==> config.mk <==
export PLATFORM = sky130hd
export DESIGN_NAME = lpf1_mc_flat
export DESIGN_NICKNAME = d
export VERILOG_FILES = /design/src/rtl/lpf1_mc_if.sv /design/src/rtl/lpf1_mc.sv /design/src/flat_wrapper.sv
export SDC_FILE = /design/constraint.sdc
export NUM_CORES = 2
export LEC_CHECK = 0
export ABC_AREA = 1
export BUFFER_PORTS_ARGS = -buffer_cell sky130_fd_sc_hd__buf_2
export CORE_MARGIN = 10
export CORE_UTILIZATION = 40
export CTS_CLUSTER_SIZE = 14
export DETAILED_ROUTE_END_ITERATION = 12
export GPL_TIMING_DRIVEN = 1
export PLACE_DENSITY = 0.67
export SYNTH_ARGS = -nofsm -noshare
export SYNTH_HDL_FRONTEND = slang
export SYNTH_SLANG_ARGS = --single-unit
==> constraint.sdc <==
create_clock -name clk -period 21.8 [get_ports clk]
set_input_delay 1.09 -clock clk [delete_from_list [all_inputs] [get_ports clk]]
set_output_delay 1.09 -clock clk [all_outputs]
set_load 0.1 [all_outputs]
==> src/rtl/lpf1_mc_if.sv <==
`default_nettype none
// ============================================================================
// Module      : lpf1_mc_if
// Description : Sample, control and result bundle for the multi-channel
//               first-order IIR filter. The master side drives samples,
//               mode, coefficients and clears, and receives filtered results.
// Revision    : 1.0 - initial release
// ============================================================================
interface lpf1_mc_if #(
  parameter int W   = 16,
  parameter int CW  = 18,
  parameter int CHW = 2
);
  // sample stream in
  logic                  in_valid;
  logic [CHW-1:0]        in_ch;
  logic signed [W-1:0]   in;
  // filter control
  logic [1:0]            mode;
  logic                  coef_ld;
  logic signed [CW-1:0]  coef_b0;
  logic signed [CW-1:0]  coef_a1;
  logic                  clr;
  logic [CHW-1:0]        clr_ch;
  // result stream out
  logic                  out_valid;
  logic [CHW-1:0]        out_ch;
  logic signed [W-1:0]   out;
  logic                  sat;

  modport master (
    output in_valid, in_ch, in, mode, coef_ld, coef_b0, coef_a1, clr, clr_ch,
    input  out_valid, out_ch, out, sat
  );

  modport slave (
    input  in_valid, in_ch, in, mode, coef_ld, coef_b0, coef_a1, clr, clr_ch,
    output out_valid, out_ch, out, sat
  );
endinterface
`default_nettype wire

==> src/rtl/lpf1_mc.sv <==
`default_nettype none
// ============================================================================
// Module      : lpf1_mc
// Description : Multi-channel fixed-point first-order IIR (bilinear LPF/HPF)
//               with bypass. Time-interleaved channels share one datapath;
//               previous input/output per channel live in register arrays.
//               y = b0*x + b1*xold - a1*yold, b1 = +b0 (LPF) / -b0 (HPF),
//               rounded half-up, shifted by CF and saturated to W bits.
// Revision    : 1.0 - initial release
// ============================================================================
module lpf1_mc #(
  parameter int W   = 16,
  parameter int CW  = 18,
  parameter int CF  = 16,
  parameter int NCH = 4,
  parameter int CHW = 2
) (
  input  logic      clk,
  input  logic      rst_n,
  lpf1_mc_if.slave  bus
);

  // product / accumulator widths
  localparam int c_P0W = W + CW + 1;  // b0 * (x +/- xold)
  localparam int c_P1W = W + CW;      // a1 * yold
  localparam int c_AW  = W + CW + 2;  // full-precision accumulator

  localparam logic [1:0] c_MODE_HPF = 2'b01;

  // half an output LSB, for round-half-up before the shift
  localparam logic signed [c_AW-1:0] c_HALF =
    {{(c_AW-CF){1'b0}}, 1'b1, {(CF-1){1'b0}}};

  // output range, sign-extended to accumulator width for comparison
  localparam logic signed [c_AW-1:0] c_YMAX =
    {{(c_AW-W+1){1'b0}}, {(W-1){1'b1}}};
  localparam logic signed [c_AW-1:0] c_YMIN =
    {{(c_AW-W+1){1'b1}}, {(W-1){1'b0}}};

  // per-channel state
  logic signed [W-1:0]   r_xold [NCH];
  logic signed [W-1:0]   r_yold [NCH];

  // active coefficients
  logic signed [CW-1:0]  r_b0;
  logic signed [CW-1:0]  r_a1;

  // registered results
  logic                  r_out_valid;
  logic [CHW-1:0]        r_out_ch;
  logic signed [W-1:0]   r_out;
  logic                  r_sat;

  // datapath wires
  logic                  w_ch_ok;
  logic signed [W-1:0]   w_xo;
  logic signed [W-1:0]   w_yo;
  logic signed [W-1:0]   w_x;
  logic                  w_bypass;
  logic                  w_hpf;
  logic                  w_accept;
  logic signed [W:0]     w_xsum;
  logic signed [c_P0W-1:0] w_b0_ext;
  logic signed [c_P0W-1:0] w_xs_ext;
  logic signed [c_P0W-1:0] w_p0;
  logic signed [c_P1W-1:0] w_a1_ext;
  logic signed [c_P1W-1:0] w_yo_ext;
  logic signed [c_P1W-1:0] w_p1;
  logic signed [c_AW-1:0]  w_acc;
  logic signed [c_AW-1:0]  w_rnd;
  logic signed [c_AW-1:0]  w_shr;
  logic                  w_hi;
  logic                  w_lo;
  logic signed [W-1:0]   w_yflt;
  logic signed [W-1:0]   w_y;
  logic                  w_clip;

  // Select the addressed channel's state; an out-of-range index is flagged
  always_comb begin
    w_ch_ok = 1'b0;
    w_xo    = '0;
    w_yo    = '0;
    for (int i = 0; i < NCH; i++) begin
      if (int'(bus.in_ch) == i) begin
        w_ch_ok = 1'b1;
        w_xo    = r_xold[i];
        w_yo    = r_yold[i];
      end
    end
  end

  assign w_x      = bus.in;
  assign w_bypass = bus.mode[1];           // 10 and 11 both pass through
  assign w_hpf    = (bus.mode == c_MODE_HPF);
  assign w_accept = bus.in_valid & w_ch_ok;

  // b0*x + b1*xold with b1 = +/-b0 folds into one multiply by (x +/- xold);
  // the extra bit keeps the sum exact, and -b0 never has to be formed.
  assign w_xsum = w_hpf ? ({w_x[W-1], w_x} - {w_xo[W-1], w_xo})
                        : ({w_x[W-1], w_x} + {w_xo[W-1], w_xo});

  assign w_b0_ext = {{(W+1){r_b0[CW-1]}}, r_b0};
  assign w_xs_ext = {{CW{w_xsum[W]}}, w_xsum};
  assign w_p0     = w_b0_ext * w_xs_ext;

  assign w_a1_ext = {{W{r_a1[CW-1]}}, r_a1};
  assign w_yo_ext = {{CW{w_yo[W-1]}}, w_yo};
  assign w_p1     = w_a1_ext * w_yo_ext;

  assign w_acc = {w_p0[c_P0W-1], w_p0} - {{2{w_p1[c_P1W-1]}}, w_p1};
  assign w_rnd = w_acc + c_HALF;
  assign w_shr = w_rnd >>> CF;

  // Clip to the W-bit signed range
  assign w_hi   = (w_shr > c_YMAX);
  assign w_lo   = (w_shr < c_YMIN);
  assign w_yflt = w_hi ? c_YMAX[W-1:0] : (w_lo ? c_YMIN[W-1:0] : w_shr[W-1:0]);

  // Bypass forwards the raw sample and never reports a clip
  assign w_y    = w_bypass ? w_x : w_yflt;
  assign w_clip = ~w_bypass & (w_hi | w_lo);

  // Result register: valid pulses per accepted sample, data/channel hold otherwise
  always_ff @(posedge clk) begin
    if (!rst_n) begin
      r_out_valid <= 1'b0;
      r_out_ch    <= '0;
      r_out       <= '0;
      r_sat       <= 1'b0;
    end else begin
      r_out_valid <= w_accept;
      if (w_accept) begin
        r_out_ch <= bus.in_ch;
        r_out    <= w_y;
        if (w_clip) begin
          r_sat <= 1'b1;
        end
      end
    end
  end

  // Coefficient load; the sample at the same edge already used the old values
  always_ff @(posedge clk) begin
    if (!rst_n) begin
      r_b0 <= '0;
      r_a1 <= '0;
    end else if (bus.coef_ld) begin
      r_b0 <= bus.coef_b0;
      r_a1 <= bus.coef_a1;
    end
  end

  // Channel state update; a clear on the same channel wins over the sample write
  always_ff @(posedge clk) begin
    if (!rst_n) begin
      for (int i = 0; i < NCH; i++) begin
        r_xold[i] <= '0;
        r_yold[i] <= '0;
      end
    end else begin
      for (int i = 0; i < NCH; i++) begin
        if (w_accept && (int'(bus.in_ch) == i)) begin
          r_xold[i] <= w_x;
          r_yold[i] <= w_y;
        end
        if (bus.clr && (int'(bus.clr_ch) == i)) begin
          r_xold[i] <= '0;
          r_yold[i] <= '0;
        end
      end
    end
  end

  assign bus.out_valid = r_out_valid;
  assign bus.out_ch    = r_out_ch;
  assign bus.out       = r_out;
  assign bus.sat       = r_sat;

endmodule
`default_nettype wire
==> src/flat_wrapper.sv <==
// flat-port wrapper written by rule: the top's interface ports become plain ports
module lpf1_mc_flat 
#(
  parameter int W   = 16,
  parameter int CW  = 18,
  parameter int CF  = 16,
  parameter int NCH = 4,
  parameter int CHW = 2
)
  (clk, rst_n, bus_in_valid, bus_in_ch, bus_in, bus_mode, bus_coef_ld, bus_coef_b0, bus_coef_a1, bus_clr, bus_clr_ch, bus_out_valid, bus_out_ch, bus_out, bus_sat);
  lpf1_mc_if #(.W(W), .CW(CW), .CHW(CHW)) bus_i ();
  input  logic clk;
  input  logic rst_n;
  input wire logic [$bits(bus_i.in_valid)-1:0] bus_in_valid;
  input wire logic [$bits(bus_i.in_ch)-1:0] bus_in_ch;
  input wire logic [$bits(bus_i.in)-1:0] bus_in;
  input wire logic [$bits(bus_i.mode)-1:0] bus_mode;
  input wire logic [$bits(bus_i.coef_ld)-1:0] bus_coef_ld;
  input wire logic [$bits(bus_i.coef_b0)-1:0] bus_coef_b0;
  input wire logic [$bits(bus_i.coef_a1)-1:0] bus_coef_a1;
  input wire logic [$bits(bus_i.clr)-1:0] bus_clr;
  input wire logic [$bits(bus_i.clr_ch)-1:0] bus_clr_ch;
  output wire logic [$bits(bus_i.out_valid)-1:0] bus_out_valid;
  output wire logic [$bits(bus_i.out_ch)-1:0] bus_out_ch;
  output wire logic [$bits(bus_i.out)-1:0] bus_out;
  output wire logic [$bits(bus_i.sat)-1:0] bus_sat;
  assign bus_i.in_valid = bus_in_valid;
  assign bus_i.in_ch = bus_in_ch;
  assign bus_i.in = bus_in;
  assign bus_i.mode = bus_mode;
  assign bus_i.coef_ld = bus_coef_ld;
  assign bus_i.coef_b0 = bus_coef_b0;
  assign bus_i.coef_a1 = bus_coef_a1;
  assign bus_i.clr = bus_clr;
  assign bus_i.clr_ch = bus_clr_ch;
  assign bus_out_valid = bus_i.out_valid;
  assign bus_out_ch = bus_i.out_ch;
  assign bus_out = bus_i.out;
  assign bus_sat = bus_i.sat;
  lpf1_mc #(.W(W), .CW(CW), .CF(CF), .NCH(NCH), .CHW(CHW)) u_core (.clk(clk), .rst_n(rst_n), .bus(bus_i));
endmodule
# Word level (Yosys, flattened, before mapping)
# Memory sizes are Yosys's and may differ from the RTL's.
# Cells that the tools add are included.
dict set report word_totals {
  regBits 56
  ramBits 128
  inputBits 63
  output_inout_bits 20
  elab_cells 111
  mem_count 2
}
# memory depth word_bits rd rd_clocked_by_memory_dff wr line_no
set mem_list {}
lappend mem_list {u_core.r_xold 4 16 4 0 4 lpf1_mc.sv:41} ;# logic signed [W-1:0] r_xold [NCH];
lappend mem_list {u_core.r_yold 4 16 4 0 4 lpf1_mc.sv:42} ;# logic signed [W-1:0] r_yold [NCH];
dict set report op_classes {
  n_addsub 4
  multipliers 2
  magnitude_cmp 2
  n_eq_ne 7
  n_mux 57
  bitwise 20
  n_reduce_logical 11
}
# operator count
set ops {}
lappend ops {{$mux 16} 27}
lappend ops {{$add 36x17->36 const B} 1}
lappend ops {{$sub 35x34->36} 1}
lappend ops {{$mul 18x17->35} 1}
lappend ops {{$mul 18x16->34} 1}
lappend ops {{$mux 1} 29}
lappend ops {{$gt 20x16->1 const B} 1}
lappend ops {{$lt 20x16->1 const B} 1}
lappend ops {{$add 16x16->17} 1}
lappend ops {{$mux 17} 1}
lappend ops {{$or 1x1->1} 17}
lappend ops {{$sub 16x16->17} 1}
lappend ops {{$eq 2x2->1 const B} 4}
lappend ops {{$logic_and 1x1->1} 8}
lappend ops {{$eq 2x1->1 const B} 3}
lappend ops {{$logic_not 2->1} 2}
lappend ops {{$and 1x1->1} 2}
lappend ops {{$reduce_and 2->1} 1}
lappend ops {{$not 1->1} 1}

# Logic depth before layout (Yosys ltp)
dict set report depth {
  word_depth 16
  depth_mapped 65
  mapped_depth_nobuf 61
}

# Least setup slack after synthesis
# No wires, ideal clock.
dict set report synth_timing {
  path_type {input to register}
  start {in bus_in_ch[0]}
  end {mem u_core.r_yold[0][11], data pin}
  setup_time_ns 0.266
  t_arrival_ns 10.798
  required_ns 21.534
  setup_slack_ns 10.736
  cell_stages 57
  n_path_buf 4
  cell_sequence {buf_2 nor2_4 buf_2 buf_1 nand2_1 nand4_1 inv_1 ha_1 nor2_1 xor2_1 ha_1 a21oi_1 nand2_1 nand2_1 nand2_1 a21oi_1 o21ai_0 a21oi_1 [21 not listed] fa_1 inv_1 ha_1 a21oi_1 o21ai_0 inv_1 nor2_1 a2111oi_0 nand2_1 nand2_1 nand3_1 nor2_2 nor2_2 nor2_4 buf_6 nand2_2 nand2_4 nor2_1}
}
# element line_no
set synth_rtl {}
lappend synth_rtl {{start, declared} flat_wrapper.sv:15} ;# input wire logic [$bits(bus_i.in_ch)-1:0] bus_in_ch;
lappend synth_rtl {{end, declared} lpf1_mc.sv:42}

==> run metrics <==
Vias ~23000; drt first pass iters 6; number of global-route vias before repair about 24000; Initial Util 0.4053; clk_lat worst skew 0.52 ns; Synth warnings 0; share of cells above drive strength 1 0.06443; status finished, final reports clean; RSZ-0062 raised after global routing false; Routed WL between 80000 and 90000 um; Final GP Congestion between 0.9 and 1; Post-CTS Setup Bufs 0; crit-path max FO 23; EDFF count, synth ~130; final setup violation count 0; first-pass GRT wire length 140300 um; Bufs on Longest Clock Path 2; critical path required time roughly 22 ns; Post-CTS Resized 0; DRC violation total after the first TritonRoute iteration between 1500 and 2000; Max Fclk 0.07873 GHz; die area a little over 90000 um2; fin nets between 4000 and 5000; CP Launch Type input pin; CORE AREA around 80000 um2; post-synth cell types 53; GRT Total Usage 0.2011; pin slew with the least headroom to its limit 0.9412 ns; CTS tree done; mean number of vias per cell approximately 5; initial antenna violation count 1; total congestion overflow 0; sequential area share after synthesis 0.1574; Tcrit/Tclk final 0.5827; wire length per cell approximately 19 um; mapped cell area approximately 32000 um2; number of CTS-inserted buffers 17; TNS Setup 0 ns; clock tree root buffer cell clkbuf_16; Crit. End Element flop; Clock Sinks between 150 and 200; Die Width ~300 um; FFs w/ async S/R, synth 0; ys flop type edfxtp_1; hold_buf cts 0; Layout Area Growth over Synthesis 6.317%; Critical Path Max Stage Delay ~0.64 ns; I/O pin count between 80 and 90; Detail Route Antenna Nets 0; Data arrival, critical path ~13 ns; largest net degree at the start of global routing 73; Syn Nets around 4500; reg-to-reg slack, setup between 10 and 15 ns; Final HPWL DP ~73000 um; critical path's slowest cell fa_1; clock slew at reported path FFs approximately 0.08 ns; Mean Syn Cell Area 8.920 um2; ant diodes 0; critical path class in -> reg; Final Hold Viols 0; Syn Inst Count 3537; port bufs 82; fin. max-slew vios 0; FP Rows between 100 and 150; Layout Skew around 0.036 ns; relative max-transition margin 0.3707; max cap viols 0; # DRC 0; Die H 300.9 um; Min-Delay Path Class reg -> reg; FF+latch count, synth 184; htree depth 4; Final min period about 13 ns
[per-stage QoR]
stage | std cells | hold slack, ns | worst slack [ns] | cell area [um2] | util
after floorplan | 3537 | 0.5088 | 10.74 | 31550 | -
after global placement | 4562 | 0.4392 | 8.944 | 32930 | 0.4229
after detailed placement | 4562 | 0.4422 | 8.779 | 32930 | 0.4229
after CTS | 4594 | 0.4613 | 9.204 | 33540 | 0.4309
after global routing | 4594 | 0.4970 | 8.035 | 33540 | 0.4309
final | 4594 | 0.4617 | 9.098 | 33540 | 0.4309
[cells in the final DEF (no fill, tap or decap), drive strengths merged, types with 17 or more instances in the layout]
cell type and count:
a21oi 106, buf 105, clkbuf 17, dfxtp 56, edfxtp 128, fa 693, ha 172, inv 860
nand2 541, nand3 39, nor2 576, o21ai 88, xnor2 19, xor2 34
[cell usage after synthesis, types with 19 or more instances]
cell type,instances,share of area
xnor2_1,19,0.0053
o21ai_0,85,0.013
nand2_1,505,0.060
xor2_1,34,0.0094
edfxtp_1,128,0.12
a21oi_1,93,0.015
inv_1,846,0.10
fa_1,693,0.44
nand3_1,39,0.0062
ha_1,172,0.068
dfxtp_1,56,0.036
nor2_1,570,0.068
clkbuf_1,98,0.012
nand2_2,25,0.0050
[cell families (layout without fill, tap and decap cells)]
group | count (synthesis) | count (layout) | synth area share
AND/OR/NAND/NOR | 1210 | 1210 | 0.1553
buffers and inverters | 982 | 999 | 0.1197
adder cells (fa/ha/maj) | 865 | 865 | 0.5079
AO/OA/AOI/OAI | 243 | 243 | 0.04493
flip-flops | 184 | 184 | 0.1574
XOR/XNOR | 53 | 53 | 0.01471
[worst paths after layout]
kind | start | cells after the start | to
worst max-delay path | bus_in_ch[1] | 57 | u_core.r_yold[2][10]$_SDFFCE_PP0P_
worst max register to register | u_core.r_xold[2][4]$_SDFFCE_PP0P_ | 49 | u_core.r_yold[2][10]$_SDFFCE_PP0P_
worst min register to register | u_core.bus.sat$_SDFFE_PN0P_ | 2 | u_core.bus.sat$_SDFFE_PN0P_
worst min-delay path | u_core.bus.sat$_SDFFE_PN0P_ | 2 | u_core.bus.sat$_SDFFE_PN0P_
[sequential cells by signal, indices dropped and copies added (netlist names)]
register	count
u_core.bus.sat	1
u_core.bus.out	16
u_core.bus.out_valid	1
u_core.r_yold	64
u_core.bus.out_ch	2
u_core.r_xold	64
u_core.r_b0	18
u_core.r_a1	18
[layer usage]
layer	up-vias	GRT usage	part of all wire
met1	11620	0.2698	0.42
met4	2	0.06078	0.028
met3	129	0.04865	0.091
met2	894	0.3190	0.46
met5	-	0	0.00015
li1	10370	-	-
[critical path: cells and delay by family]
| kind | cells | cell delay (ns) |
|---|---|---|
| AND/OR/NAND/NOR | 20 | 2.41 |
| XOR/XNOR | 2 | 0.48 |
| buffers and inverters | 14 | 1.97 |
| adder cells (fa/ha/maj) | 11 | 4.97 |
| AO/OA/AOI/OAI | 10 | 1.94 |
[cell type report]
class | instances | area [um2]
flip-flops and latches | 184 | 4965
well taps | 1040 | 1301
clock buffers | 17 | 425.4
multi-input cells | 2371 | 22840
fillers | 7683 | 44310
clock inverters | 15 | 192.7
repair buffers | 105 | 583.1
inverters | 862 | 3239
Power is left out: the tool's default activity adds up to more than one toggle a clock period on the data nets, which glitch-free logic cannot reach.
